<file path="src/rtl/cpu_pkg.sv">
// Shared encodings for the multi-cycle CPU: decoded instruction codes,
// ALU operation codes, controller states and the branch-condition mux.
package cpu_pkg;

    // Decoded instruction produced by the datapath decoder.
    typedef enum logic [4:0] {
        I_NOP    = 5'd0,
        I_LOAD   = 5'd1,
        I_STORE  = 5'd2,
        I_MOVE   = 5'd3,
        I_ADD    = 5'd4,
        I_SUB    = 5'd5,
        I_AND    = 5'd6,
        I_OR     = 5'd7,
        I_BRANCH = 5'd8,
        I_BZERO  = 5'd9,
        I_BNZERO = 5'd10,
        I_BNEG   = 5'd11,
        I_BNNEG  = 5'd12,
        I_BOV    = 5'd13,
        I_BNOV   = 5'd14,
        I_BUOV   = 5'd15,
        I_BNUOV  = 5'd16,
        I_HALT   = 5'd17
    } decoded_instruction_type;

    // ALU operation select.
    typedef logic [1:0] alu_op_t;
    localparam alu_op_t ALU_OR  = 2'b00;
    localparam alu_op_t ALU_ADD = 2'b01;
    localparam alu_op_t ALU_SUB = 2'b10;
    localparam alu_op_t ALU_AND = 2'b11;

    // Controller states; encodings fixed so existing waveforms stay readable.
    typedef enum logic [3:0] {
        S_BOOT    = 4'd0,
        S_FETCH   = 4'd1,
        S_DECODE  = 4'd2,
        S_LOAD_1  = 4'd3,
        S_LOAD_2  = 4'd4,
        S_STORE_1 = 4'd5,
        S_STORE_2 = 4'd6,
        S_MOVE    = 4'd7,
        S_ALU     = 4'd8,
        S_BRANCH  = 4'd9,
        S_HALT    = 4'd10
    } state_t;

    // Branch condition: true when the instruction is a branch whose flag test holds.
    function automatic logic branch_taken(
        input logic [4:0] instr,
        input logic       zero,
        input logic       neg,
        input logic       unsigned_overflow,
        input logic       signed_overflow
    );
        logic taken;
        taken = 1'b0;
        case (instr)
            I_BRANCH: taken = 1'b1;
            I_BZERO:  taken = zero;
            I_BNZERO: taken = ~zero;
            I_BNEG:   taken = neg;
            I_BNNEG:  taken = ~neg;
            I_BOV:    taken = signed_overflow;
            I_BNOV:   taken = ~signed_overflow;
            I_BUOV:   taken = unsigned_overflow;
            I_BNUOV:  taken = ~unsigned_overflow;
            default:  taken = 1'b0;
        endcase
        return taken;
    endfunction

    // True for any instruction that is a (possibly conditional) branch.
    function automatic logic is_branch(input logic [4:0] instr);
        return (instr >= I_BRANCH) && (instr <= I_BNUOV);
    endfunction

    // ALU operation implied by an arithmetic/logic instruction.
    function automatic alu_op_t alu_op_of(input logic [4:0] instr);
        alu_op_t op;
        op = ALU_OR;
        case (instr)
            I_ADD:   op = ALU_ADD;
            I_SUB:   op = ALU_SUB;
            I_AND:   op = ALU_AND;
            I_OR:    op = ALU_OR;
            default: op = ALU_OR;
        endcase
        return op;
    endfunction

endpackage

</file>
<file path="src/rtl/control_unit.sv">
// Multi-cycle Moore controller sequencing the CPU datapath.
// Outputs depend only on the state and op registers.
module control_unit
    import cpu_pkg::*;
(
    input  logic       clk,
    input  logic       rst_n,
    input  logic [4:0] decoded_instruction,
    input  logic       zero,
    input  logic       neg,
    input  logic       unsigned_overflow,
    input  logic       signed_overflow,
    output logic       branch,
    output logic       pc_enable,
    output logic       ir_enable,
    output logic       addr_sel,
    output logic       c_sel,
    output logic       white_reg_enable,
    output logic [1:0] operation,
    output logic       ram_write_enable,
    output logic       halt
);

    state_t  state_q, state_d;
    alu_op_t op_q, op_d;

    // State and latched ALU op registers with asynchronous active-low reset.
    always_ff @(posedge clk or negedge rst_n) begin
        if (!rst_n) begin
            state_q <= S_BOOT;
            op_q    <= ALU_OR;
        end else begin
            state_q <= state_d;
            op_q    <= op_d;
        end
    end

    // Next-state logic; instruction and flags are only consulted in DECODE.
    always_comb begin
        state_d = state_q;
        op_d    = op_q;
        case (state_q)
            S_BOOT:    state_d = S_FETCH;
            S_FETCH:   state_d = S_DECODE;
            S_DECODE: begin
                op_d = alu_op_of(decoded_instruction);
                if (is_branch(decoded_instruction)) begin
                    state_d = branch_taken(decoded_instruction, zero, neg,
                                           unsigned_overflow, signed_overflow)
                              ? S_BRANCH : S_FETCH;
                end else begin
                    case (decoded_instruction)
                        I_LOAD:  state_d = S_LOAD_1;
                        I_STORE: state_d = S_STORE_1;
                        I_MOVE:  state_d = S_MOVE;
                        I_ADD,
                        I_SUB,
                        I_AND,
                        I_OR:    state_d = S_ALU;
                        I_HALT:  state_d = S_HALT;
                        default: state_d = S_FETCH;
                    endcase
                end
            end
            S_LOAD_1:  state_d = S_LOAD_2;
            S_LOAD_2:  state_d = S_FETCH;
            S_STORE_1: state_d = S_STORE_2;
            S_STORE_2: state_d = S_FETCH;
            S_MOVE:    state_d = S_FETCH;
            S_ALU:     state_d = S_FETCH;
            S_BRANCH:  state_d = S_FETCH;
            S_HALT:    state_d = S_HALT;
            default:   state_d = S_BOOT;
        endcase
    end

    // Moore output decode from the state register (ALU op from op register).
    always_comb begin
        branch           = 1'b0;
        pc_enable        = 1'b0;
        ir_enable        = 1'b0;
        addr_sel         = 1'b0;
        c_sel            = 1'b0;
        white_reg_enable = 1'b0;
        operation        = ALU_OR;
        ram_write_enable = 1'b0;
        halt             = 1'b0;
        case (state_q)
            S_FETCH: begin
                ir_enable = 1'b1;
            end
            S_DECODE: begin
                pc_enable = 1'b1;
            end
            S_LOAD_1: begin
                addr_sel = 1'b1;
                c_sel    = 1'b1;
            end
            S_LOAD_2: begin
                addr_sel         = 1'b1;
                c_sel            = 1'b1;
                white_reg_enable = 1'b1;
            end
            S_STORE_1: begin
                addr_sel = 1'b1;
            end
            S_STORE_2: begin
                addr_sel         = 1'b1;
                ram_write_enable = 1'b1;
            end
            S_MOVE: begin
                operation        = ALU_OR;
                white_reg_enable = 1'b1;
            end
            S_ALU: begin
                operation        = op_q;
                white_reg_enable = 1'b1;
            end
            S_BRANCH: begin
                branch    = 1'b1;
                pc_enable = 1'b1;
            end
            S_HALT: begin
                halt = 1'b1;
            end
            default: begin
                halt = 1'b0;
            end
        endcase
    end

endmodule
</file>
<file path="config.mk">
export PLATFORM = sky130hd
export DESIGN_NAME = control_unit
export DESIGN_NICKNAME = d
export VERILOG_FILES = /design/src/rtl/cpu_pkg.sv /design/src/rtl/control_unit.sv
export SDC_FILE = /design/constraint.sdc
export NUM_CORES = 1
export LEC_CHECK = 0
export BUFFER_PORTS_ARGS = -buffer_cell sky130_fd_sc_hd__buf_2
export CAP_MARGIN = 30
export CELL_PAD_IN_SITES_DETAIL_PLACEMENT = 0
export CELL_PAD_IN_SITES_GLOBAL_PLACEMENT = 1
export CORE_UTILIZATION = 30
export CTS_BUF_LIST = sky130_fd_sc_hd__clkbuf_16
export CTS_CLUSTER_SIZE = 25
export DETAILED_ROUTE_END_ITERATION = 6
export PLACE_DENSITY_LB_ADDON = 0.15
export SLEW_MARGIN = 20
export SYNTH_ARGS = -nofsm -noshare
export SYNTH_HDL_FRONTEND = slang
export SYNTH_SLANG_ARGS = --single-unit
</file>
<file path="constraint.sdc">
create_clock -name clk -period 1.92 [get_ports clk]
set_input_delay 0.096 -clock clk [delete_from_list [all_inputs] [get_ports clk]]
set_output_delay 0.096 -clock clk [all_outputs]
set_load 0.1 [all_outputs]
</file>
==> results of run 1 <==
## cell families after synthesis
kind of cell	after synthesis	synth area share, %
AO/OA/AOI/OAI	19	23.3
XOR/XNOR	1	1.62
buffers and inverters	7	4.85
flip-flops	6	27.7
AND/OR/NAND/NOR	37	42.5
## stage by stage
stage,setup TNS (ps),util [%],hold WS [ps],cells,cell area (µm²)
after CTS,0,53.8,194,114,857
after global routing,0,54.1,223,114,862
after detailed placement,0,48.4,-68.7,110,772
final,0,54.1,203,114,862
after floorplan,-677,-,-200,70,574
after global placement,0,48.4,-67.8,110,772
## timing repair
action	CTS	global route
endpoints found under the setup margin	0	2
hold buffers	1	0
resized for setup	0	1
endpoints found under the hold margin	6	0
## power groups by stage
stage / clock [mW] / combinational [mW] / sequential (mW)
6_report: 0.334 / 1.00 / 0.243
5_1_grt: 0.350 / 1.06 / 0.255
3_5_place_dp: 0 / 0.998 / 0.242
3_3_place_gp: 0 / 0.996 / 0.241
2_1_floorplan: 0 / 0.782 / 0.209
4_1_cts: 0.342 / 1.00 / 0.241
## placed cells by master (no fill, tap or decap), drive strengths merged, types with 3 or more instances in the layout
cell    instances
nor3            3
a31oi           3
nand2b          6
nand2           8
dfrtp           6
o21ai           4
nor2            4
clkbuf          3
a21oi           6
buf            22
## per-layer routing
metal | vias to the layer above | wire, µm
li1 | 297 | -
met1 | 285 | 672
met2 | 20 | 726
met3 | 0 | 66
met4 | 0 | 0
met5 | - | 0
## sequential cells by signal (all words and copies together), names as in the netlist
signal and cells:
op_q 2, state_q 4
## critical path, delay by kind of cell (launching register included)
family,cells,cell delay (ps)
flops,1,490
simple gates,2,410
compound gates,1,130
buf+inv,1,430
## cell type report
cell class                      instances  area [µm²]
Clock buffer                            3        75.1
Fill cell                             156         732
Inverter                                1        3.75
Multi-Input combinational cell         57         403
Sequential cell                         6         150
Tap cell                               24        30.0
Timing Repair Buffer                   23         200
## worst min-delay path by stage
| stage | startpoint | endpoint | slack, ps |
|---|---|---|---|
| 6_report | decoded_instruction[0] | op_q[0] | 200 |
| 5_1_grt | decoded_instruction[0] | op_q[0] | 220 |
| 4_1_cts | decoded_instruction[0] | op_q[0] | 190 |
| 3_5_place_dp | rst_n | op_q[1] | -70 |
| 3_3_place_gp | rst_n | state_q[0] | -70 |
| 2_1_floorplan | rst_n | op_q[0] | -200 |
==> impl_results.md, run 1 <==
- Layout Skew: 2.59 ps
- R2R Path End: op_q[1]
- Area delta synth->final: 59.1%
- Distinct cells, synth: 29
- Setup violators final: 0
- Critical Path Sink: addr_sel
- Tcrit/Tclk final: 93.5%
- Sequential share of the synthesized area: 27.7%
- Area contributors post-synth: dfrtp_1 (28%), nand2b_1 (5.8%), a21oi_1 (5.5%)
- Internal power: 0.758 mW
- Vias per cell: 5.28
- Routed WL: 1.47 mm
- GRT busiest layer: met2
- Clock sinks: 6
- Comb pwr share: 63.4%
- Crit Path Max Fanout: 9
- Detail Placement HPWL: 1.09 mm
- Synth top cells by count: nand2_1 (8), a21oi_1 (6), clkbuf_1 (6), dfrtp_1 (6), nand2b_1 (5)
- First-pass GRT wire length: 2.47 mm
- Layout cell share with drive strength beyond 1: 42.2%
- Max clock buf depth: 2
- DR pass1 iterations: 4
- Critical Path Sink Type: output pin
- Dominant synthesized flop cell: dfrtp_1
- Fin crit period: 1790 ps
- Clk_lat worst skew: 230 ps
- Worst path max stage delay: 490 ps
- Routed WL per cell: 12.9 µm
- Antenna violations before repair: 0
- Worst r2r src: state_q[1]
- Sequential Power Share: 15.4%
- Status: finished, final reports clean
- Kind of critical path: reg -> out
- GRT Overall Usage: 17.1%
- Root buffer cell: clkbuf_16
- Slew Viols, Final: 0
- Core Area: 0.00159 mm²
- Cts bufs inserted: 3
- M3 GR Usage: 4.90%
- Synth area leader: dfrtp_1
- Final Hold Vio Count: 0
- Gate count after technology mapping: 70
- YS warnings: 0
- R2R Setup Slk: 340 ps
- Pwr Total: 1.58 mW
- Post-synth top area share: 27.7%
- Vias: 602
- Ant diodes: 0
- Die Span Y: 44.5 µm
- Die width: 44.5 µm
- Actual slew at the worst max-slew pin: 488 ps
- CP required: 1820 ps
- Met1 GRT Util: 22.3%
- CP Cell Sequence: nor2b_1 -> nand2_1 -> a21oi_2 -> buf_2
- Fin nets: 103
- Worst setup SP type: flip-flop
- Number of port buffers: 20
- Sw Ratio: 52.0%
- Max-cap viol count: 0
- PD cells: 1830 mW/mm²
- H-Tree Depth: 1
- Initial Utilization: 34.0%
- Slowest stage cell, crit path: dfrtp_1
- Hold path depth: 2
- Fmax: 557 MHz
- Met2 Usage GRT: 27.4%
- Syn Nets: 81
- Largest net degree at the start of global routing: 12
- Most frequent cell after synthesis: nand2_1
- Antenna viol nets, final: 0
- Row count: 14
- VDD IR max: 1.10 mV
- Clock network power share: 21.2%
- Post-Syn Area per Cell: 7.74 µm²
- #FFs+latches synth: 6
- Total grt overflow: 0
- Post-CTS Setup Inserts: 0
- Drt initial violations: 15
- RSZ-0062 raised after global routing: false
- CP startpoint: state_q[1]
- Net Sw Power: 0.820 mW
- Cells on worst reg2reg path: 4
- Vias in the first global route: 537
- Worst Hold Class: in -> reg
- Worst-path clk slew: 30 ps
- Post-synthesis async set-or-reset flop share: 100%
- CTS tree: built
- GP Congestion: 0.762
- I/O pin cnt: 21
- Post-route worst setup slack: 125 ps
- Slew headroom: 67.7%
- Die area: 0.00198 mm²
- Drc violations: 0
- Mapped cell area: 542 µm²
- Pre-CTS setup slack: 369 ps
- Number of synthesized flops with an enable pin: 0
- CP arrival: 1700 ps
- Leakage power: 0.361 nW
No activity file was read; power rests on OpenSTA's default activity.
==> run 2: changes to the inputs <==
- ABC_AREA: not set -> 1
==> impl_results.md, run 2 <==
- Row count: 15 (+1)
- Synth top cells by count: nand2_1 (22), inv_1 (20), nor2_1 (15)
- Slew Viols, Final: 0 (unchanged)
- Syn Nets: 101 (+25%)
- Post-synth top area share: 27.6% (-0.13 points)
- Largest net degree at the start of global routing: 8 (-4)
- YS warnings: 0 (unchanged)
- Kind of critical path: reg -> out
- Worst setup SP type: flip-flop
- Layout cell share with drive strength beyond 1: 34.2% (-8.0 points)
- Clock sinks: 6 (unchanged)
- PD cells: 1900 mW/mm² (+3.7%)
- Pwr Total: 1.48 mW (-6.5%)
- Fin crit period: 1660 ps (-138 ps)
- CP Cell Sequence: inv_1 -> nand2_1 -> nor2_4 -> inv_1 -> o21ai_2 -> buf_2
- Most frequent cell after synthesis: nand2_1
- GRT Overall Usage: 15.8% (-1.4 points)
- DR pass1 iterations: 4 (unchanged)
- Number of port buffers: 20 (unchanged)
- Routed WL per cell: 9.21 µm (-28%)
- Die width: 44.6 µm (+0.22%)
- Area contributors post-synth: dfrtp_1 (28%), nand2_1 (15%), inv_1 (14%)
- Commonest non-fill, non-tap cells in the layout: nand2_1 (22), inv_1 (20), buf_2 (20), nor2_1 (10), nor2_2 (8)
- Cts bufs inserted: 3 (unchanged)
- Post-synthesis async set-or-reset flop share: 100% (unchanged)
- Cell count after placement: 135 (+23%)
- Commonest non-fill, non-tap cell in the layout: nand2_1
- CP startpoint: state_q[3]
- Hold path start: decoded_instruction[0]
- Met2 Usage GRT: 26.5% (-0.88 points)
- Gate count after technology mapping: 90 (+29%)
- First-pass GRT wire length: 2.16 mm (-13%)
- Largest regs: state_q: 4 flops, op_q: 2 flops
- Max FFs per register: 4 (unchanged)
- Fin nets: 127 (+23%)
- CTS tree: built
- Vias per cell: 4.43 (-16%)
- #FFs+latches synth: 6 (unchanged)
- Area delta synth->final: 42.8%
- Fmax: 603 MHz (+8.3%)
- Leakage power: 0.432 nW (+20%)
- Vias: 616 (+2.3%)
- Antenna violations before repair: 0 (unchanged)
- Drt initial violations: 11 (-4)
- Pre-CTS setup slack: 492 ps (+123 ps)
- Post-route worst setup slack: 263 ps (+138 ps)
- CP arrival: 1560 ps (-140 ps)
- Sequential share of the synthesized area: 27.6% (-0.13 points)
- Worst path max stage delay: 430 ps (-60 ps)
- Worst-path clk slew: 30 ps (about the same)
- Antenna viol nets, final: 0 (unchanged)
- Cells on worst reg2reg path: 5 (+1)
- Routed WL: 1.28 mm (-13%)
- Die Span Y: 44.6 µm (+0.22%)
- Die area: 0.00199 mm² (+0.45%)
- Mapped cell area: 544 µm² (+0.46%)
- Worst r2r src: state_q[3]
- Dominant synthesized flop cell: dfrtp_1
- H-Tree Depth: 1 (unchanged)
- I/O pin cnt: 21 (unchanged)
- Hold path depth: 2 (unchanged)
- Final Cell Area: 777 µm² (-9.9%)
- Slowest stage cell, crit path: buf_2
- Core Area: 0.00171 mm² (+7.1%)
- Post-Layout Cell Count: 139 (+22%)
- Total grt overflow: 0 (unchanged)
- Max-cap viol count: 0 (unchanged)
- Final Hold Vio Count: 0 (unchanged)
- Slew headroom: 67.7% (about the same)
- Final core occ: 45.5% (-8.6 points)
- GP Congestion: 0.776 (+1.7%)
- Max clock buf depth: 2 (unchanged)
- Distinct cells, synth: 18 (-38%)
- Met1 GRT Util: 16.7% (-5.6 points)
- Drc violations: 0 (unchanged)
- Post-Syn Area per Cell: 6.05 µm² (-22%)
- M3 GR Usage: 4.08% (-0.82 points)
- Most frequent CP cell: inv_1
- Biggest register: state_q
- Actual slew at the worst max-slew pin: 488 ps (+0.260 ps)
- VDD IR max: 0.610 mV (-45%)
- GRT busiest layer: met2
- Clk_lat worst skew: 230 ps (about the same)
- Crit Path Max Fanout: 7 (-2)
- Tcrit/Tclk final: 86.3% (-7.2 points)
- Ant diodes: 0 (unchanged)
- Vias in the first global route: 563 (+4.8%)
- Worst Hold Class: in -> reg
- Critical Path Sink Type: output pin
- RSZ-0062 raised after global routing: false
- Detail Placement HPWL: 1.10 mm (+0.58%)
- Synth area leader: dfrtp_1
- Setup violators final: 0 (unchanged)
- Initial Utilization: 31.9% (-2.1 points)
- Root buffer cell: clkbuf_16
- Area after DPL: 692 µm² (-10%)
- Status: finished, final reports clean
- Number of synthesized flops with an enable pin: 0 (unchanged)
- Layout Skew: 0.346 ps (-2.24 ps)
- CP required: 1820 ps (about the same)
run 2: changes by cell type in the layout (fill, tap and decap cells not counted), moves of 5 or more:
| cell | before | now |
|---|---|---|
| buf_12 | 5 | 0 |
| buf_2 | 15 | 20 |
| inv_1 | 1 | 20 |
| nand2_1 | 8 | 22 |
| nand2b_1 | 5 | 0 |
| nor2_1 | 3 | 10 |
| nor2_2 | 0 | 8 |
run 2: cell families (layout without fill, tap and decap cells):
logic type | after synthesis | after routing | share of synthesized area [%]
DFF | 6 | 6 | 27.6
and+or+nand+nor | 52 | 52 | 43.7
AOI/OAI and AO/OA | 10 | 10 | 13.6
buffers and inverters | 22 | 46 | 15.2
run 2: layout make-up:
class | count | area, µm²
clock buffer | 3 | 75.1
tap | 25 | 31.3
fill | 191 | 931
sequential | 6 | 150
multi-input combinational | 62 | 328
timing repair buffer | 21 | 110
inverter | 22 | 82.6
run 2: worst paths after layout:
kind | endpoint | slack [ps]
worst min-delay path | op_q[0] | 170
worst max register to register | op_q[1] | 760
max in group asynchronous | state_q[3] | 1550
min in group asynchronous | op_q[0] | 230
worst max-delay path | pc_enable | 260
worst min register to register | op_q[1] | 550
run 2: worst max-delay path: cells and delay by family (launching register included):
family	cells	cell delay (ps)
AO/OA/AOI/OAI	1	50
buffers and inverters	3	620
flip-flops	1	390
AND/OR/NAND/NOR	2	270
run 2: per-layer routing:
layer / wire length, µm / vias to the layer above
met5: 0 / -
met4: 0 / 0
met3: 33 / 0
met2: 688 / 11
met1: 558 / 274
li1: - / 331
run 2: what timing repair did:
| action | CTS | global route |
|---|---|---|
| hold endpoints to repair | 6 | 0 |
| setup buffers | 0 | 0 |
| resized for setup | 0 | 0 |
| hold buffers | 1 | 0 |
| endpoints found under the setup margin | 0 | 0 |
run 2: through the flow:
stage / setup TNS, ps / hold WS [ps]
final: 0 / 170
after global routing: 0 / 186
after CTS: 0 / 172
after detailed placement: 0 / -80.3
after global placement: 0 / -79.1
after floorplan: -277 / -200
run 2: power by group:
part	switching (mW)	internal [mW]	total (mW)
clock network	0.0657	0.267	0.333
logic	0.759	0.168	0.926
registers	0.0368	0.180	0.216
total	0.861	0.614	1.48
==> run 3: changes to the inputs <==
- ABC_AREA: 1 -> not set
- BUFFER_PORTS_ARGS: -buffer_cell sky130_fd_sc_hd__buf_2 -> -buffer_cell sky130_fd_sc_hd__buf_4
- CORE_UTILIZATION: 30 -> 32
==> impl_results.md, run 3 (synthesized netlist as in run 1, its figures left out) <==
- Slew headroom: 80.1% (+12 points)
- Kind of critical path: reg -> out
- Final core occ: 53.8% (+8.3 points)
- Die width: 43.1 µm (-3.3%)
- Final Hold Vio Count: 0 (unchanged)
- First-pass GRT wire length: 2.20 mm (+1.9%)
- Layout Skew: 0.424 ps (+0.0774 ps)
- Fin nets: 104 (-18%)
- Commonest non-fill, non-tap cells in the layout: buf_4 (23), nand2_1 (8), dfrtp_1 (6), nand2b_1 (5), a21oi_1 (4)
- Routed WL per cell: 12.0 µm (+31%)
- Die Span Y: 43.1 µm (-3.3%)
- Post-Layout Cell Count: 107 (-23%)
- Total grt overflow: 0 (unchanged)
- DR pass1 iterations: 4 (unchanged)
- Actual slew at the worst max-slew pin: 296 ps (-192 ps)
- Cts repair resizes: 0 (unchanged)
- Max FFs per register: 4 (unchanged)
- Status: finished, final reports clean
- FILL cells: 150 (-21%)
- Vias per cell: 5.40 (+22%)
- Critical Path Sink Type: output pin
- GRT Overall Usage: 16.6% (+0.81 points)
- Largest regs: state_q: 4 flops, op_q: 2 flops
- Cell count after placement: 103 (-24%)
- H-Tree Depth: 1 (unchanged)
- Tcrit/Tclk final: 92.4% (+6.0 points)
- Hold_buf cts: 1 (unchanged)
- Worst setup SP type: flip-flop
- GP Congestion: 0.759 (-2.1%)
- Biggest register: state_q
- Die area: 0.00186 mm² (-6.4%)
- Fmax: 564 MHz (-6.5%)
- Worst Hold Class: in -> reg
- Max clock buf depth: 2 (unchanged)
- Slew Viols, Final: 0 (unchanged)
- Sequential Power Share: 16.1% (+1.4 points)
- Drc violations: 0 (unchanged)
- Setup violators final: 0 (unchanged)
- Detail Placement HPWL: 978 µm (-11%)
- Reg area: 150 µm² (unchanged)
- Cts bufs inserted: 3 (unchanged)
- PD cells: 1810 mW/mm² (-4.7%)
- Layout cell share with drive strength beyond 1: 41.8% (+7.5 points)
- Sw Ratio: 52.7% (-5.7 points)
- Number of port buffers: 20 (unchanged)
- Vias: 578 (-6.2%)
- Commonest non-fill, non-tap cell in the layout: buf_4
- Drt initial violations: 17 (+6)
- Antenna violations before repair: 0 (unchanged)
- Area delta synth->final: 53.1%
- Ant diodes: 0 (unchanged)
- Root buffer cell: clkbuf_16
- CP arrival: 1680 ps (+120 ps)
- Post-CTS Setup Inserts: 0 (unchanged)
- Max-cap viol count: 0 (unchanged)
- Vias in the first global route: 459 (-18%)
- Internal power: 0.710 mW (+16%)
- Antenna viol nets, final: 0 (unchanged)
- CP required: 1820 ps (about the same)
- Fin crit period: 1770 ps (+116 ps)
- Comb pwr share: 61.6% (-1.2 points)
- Largest net degree at the start of global routing: 12 (+4)
- Worst-path clk slew: 30 ps (about the same)
- Core Area: 0.00154 mm² (-9.7%)
- Crit Path Max Fanout: 9 (+2)
- Net Sw Power: 0.790 mW (-8.2%)
- Clk_lat worst skew: 230 ps (about the same)
- Leakage power: 0.357 nW (-17%)
- Initial Utilization: 35.1% (+3.3 points)
- RSZ-0062 raised after global routing: false
- Clock sinks: 6 (unchanged)
- Row count: 14 (-1)
- Clock network power share: 22.3% (-0.2 points)
- VDD IR max: 1.30 mV (+110%)
- CTS tree: built
- Routed WL: 1.29 mm (+0.70%)
- Multi-input gate area: 398 µm² (+21%)
- I/O pin cnt: 21 (unchanged)
==> run 3: cell count changes in the layout (fill, tap and decap cells not counted), moves of 7 or more <==
| cell | before | now |
|---|---|---|
| nor2_1 | 10 | 3 |
| nand2_1 | 22 | 8 |
| nor2_2 | 8 | 0 |
| buf_4 | 0 | 23 |
| inv_1 | 20 | 1 |
| buf_2 | 20 | 0 |
==> run 3: worst max-delay path: stages, from the launching register on <==
cell and delay, ps:
dfrtp_1 370, buf_4 160, or3b_2 470, a21oi_4 150, buf_4 290
==> run 3: area by class of cell <==
type	instances	share of cell area [%]
Clock buffer	3	9.05
Multi-Input combinational cell	57	48.0
Timing Repair Buffer	24	22.0
Tap cell	16	2.41
Sequential cell	6	18.1
Inverter	1	0.452
==> run 3: path summary, 6_finish.rpt <==
check	from	end	slack [ps]	cells after the start
worst max-delay path	state_q[0]	c_sel	150	4
min in group asynchronous	rst_n	state_q[2]	210	2
worst max register to register	state_q[1]	op_q[1]	370	4
max in group asynchronous	rst_n	state_q[1]	1600	2
worst min-delay path	decoded_instruction[0]	op_q[0]	130	2
worst min register to register	op_q[0]	op_q[0]	460	2
==> run 3: per-stage QoR <==
step	area [µm²]	TNS, ps	hold slack [ps]	power (mW)	setup slack (ps)
after detailed placement	744	0	-94.6	1.17	382
after global routing	830	0	144	1.58	67.7
after floorplan	574	-677	-200	0.991	-330
final	830	0	133	1.50	147
after CTS	830	0	123	1.51	138
after global placement	744	0	-95.9	1.16	391
==> run 3: routing by layer <==
layer | global-route usage [%] | wire length [µm]
met1 | 23.0 | 637
met2 | 21.5 | 532
met3 | 3.83 | 70
met4 | 12.7 | 48
met5 | 0 | 0
==> run 3: power by group through the flow <==
stage                     combinational, mW  clock, mW  sequential (mW)
after global routing                  0.973      0.351            0.255
after CTS                             0.927      0.340            0.242
after floorplan                       0.782          0            0.209
after detailed placement              0.922          0            0.243
final                                 0.924      0.334            0.242
after global placement                0.924          0            0.240
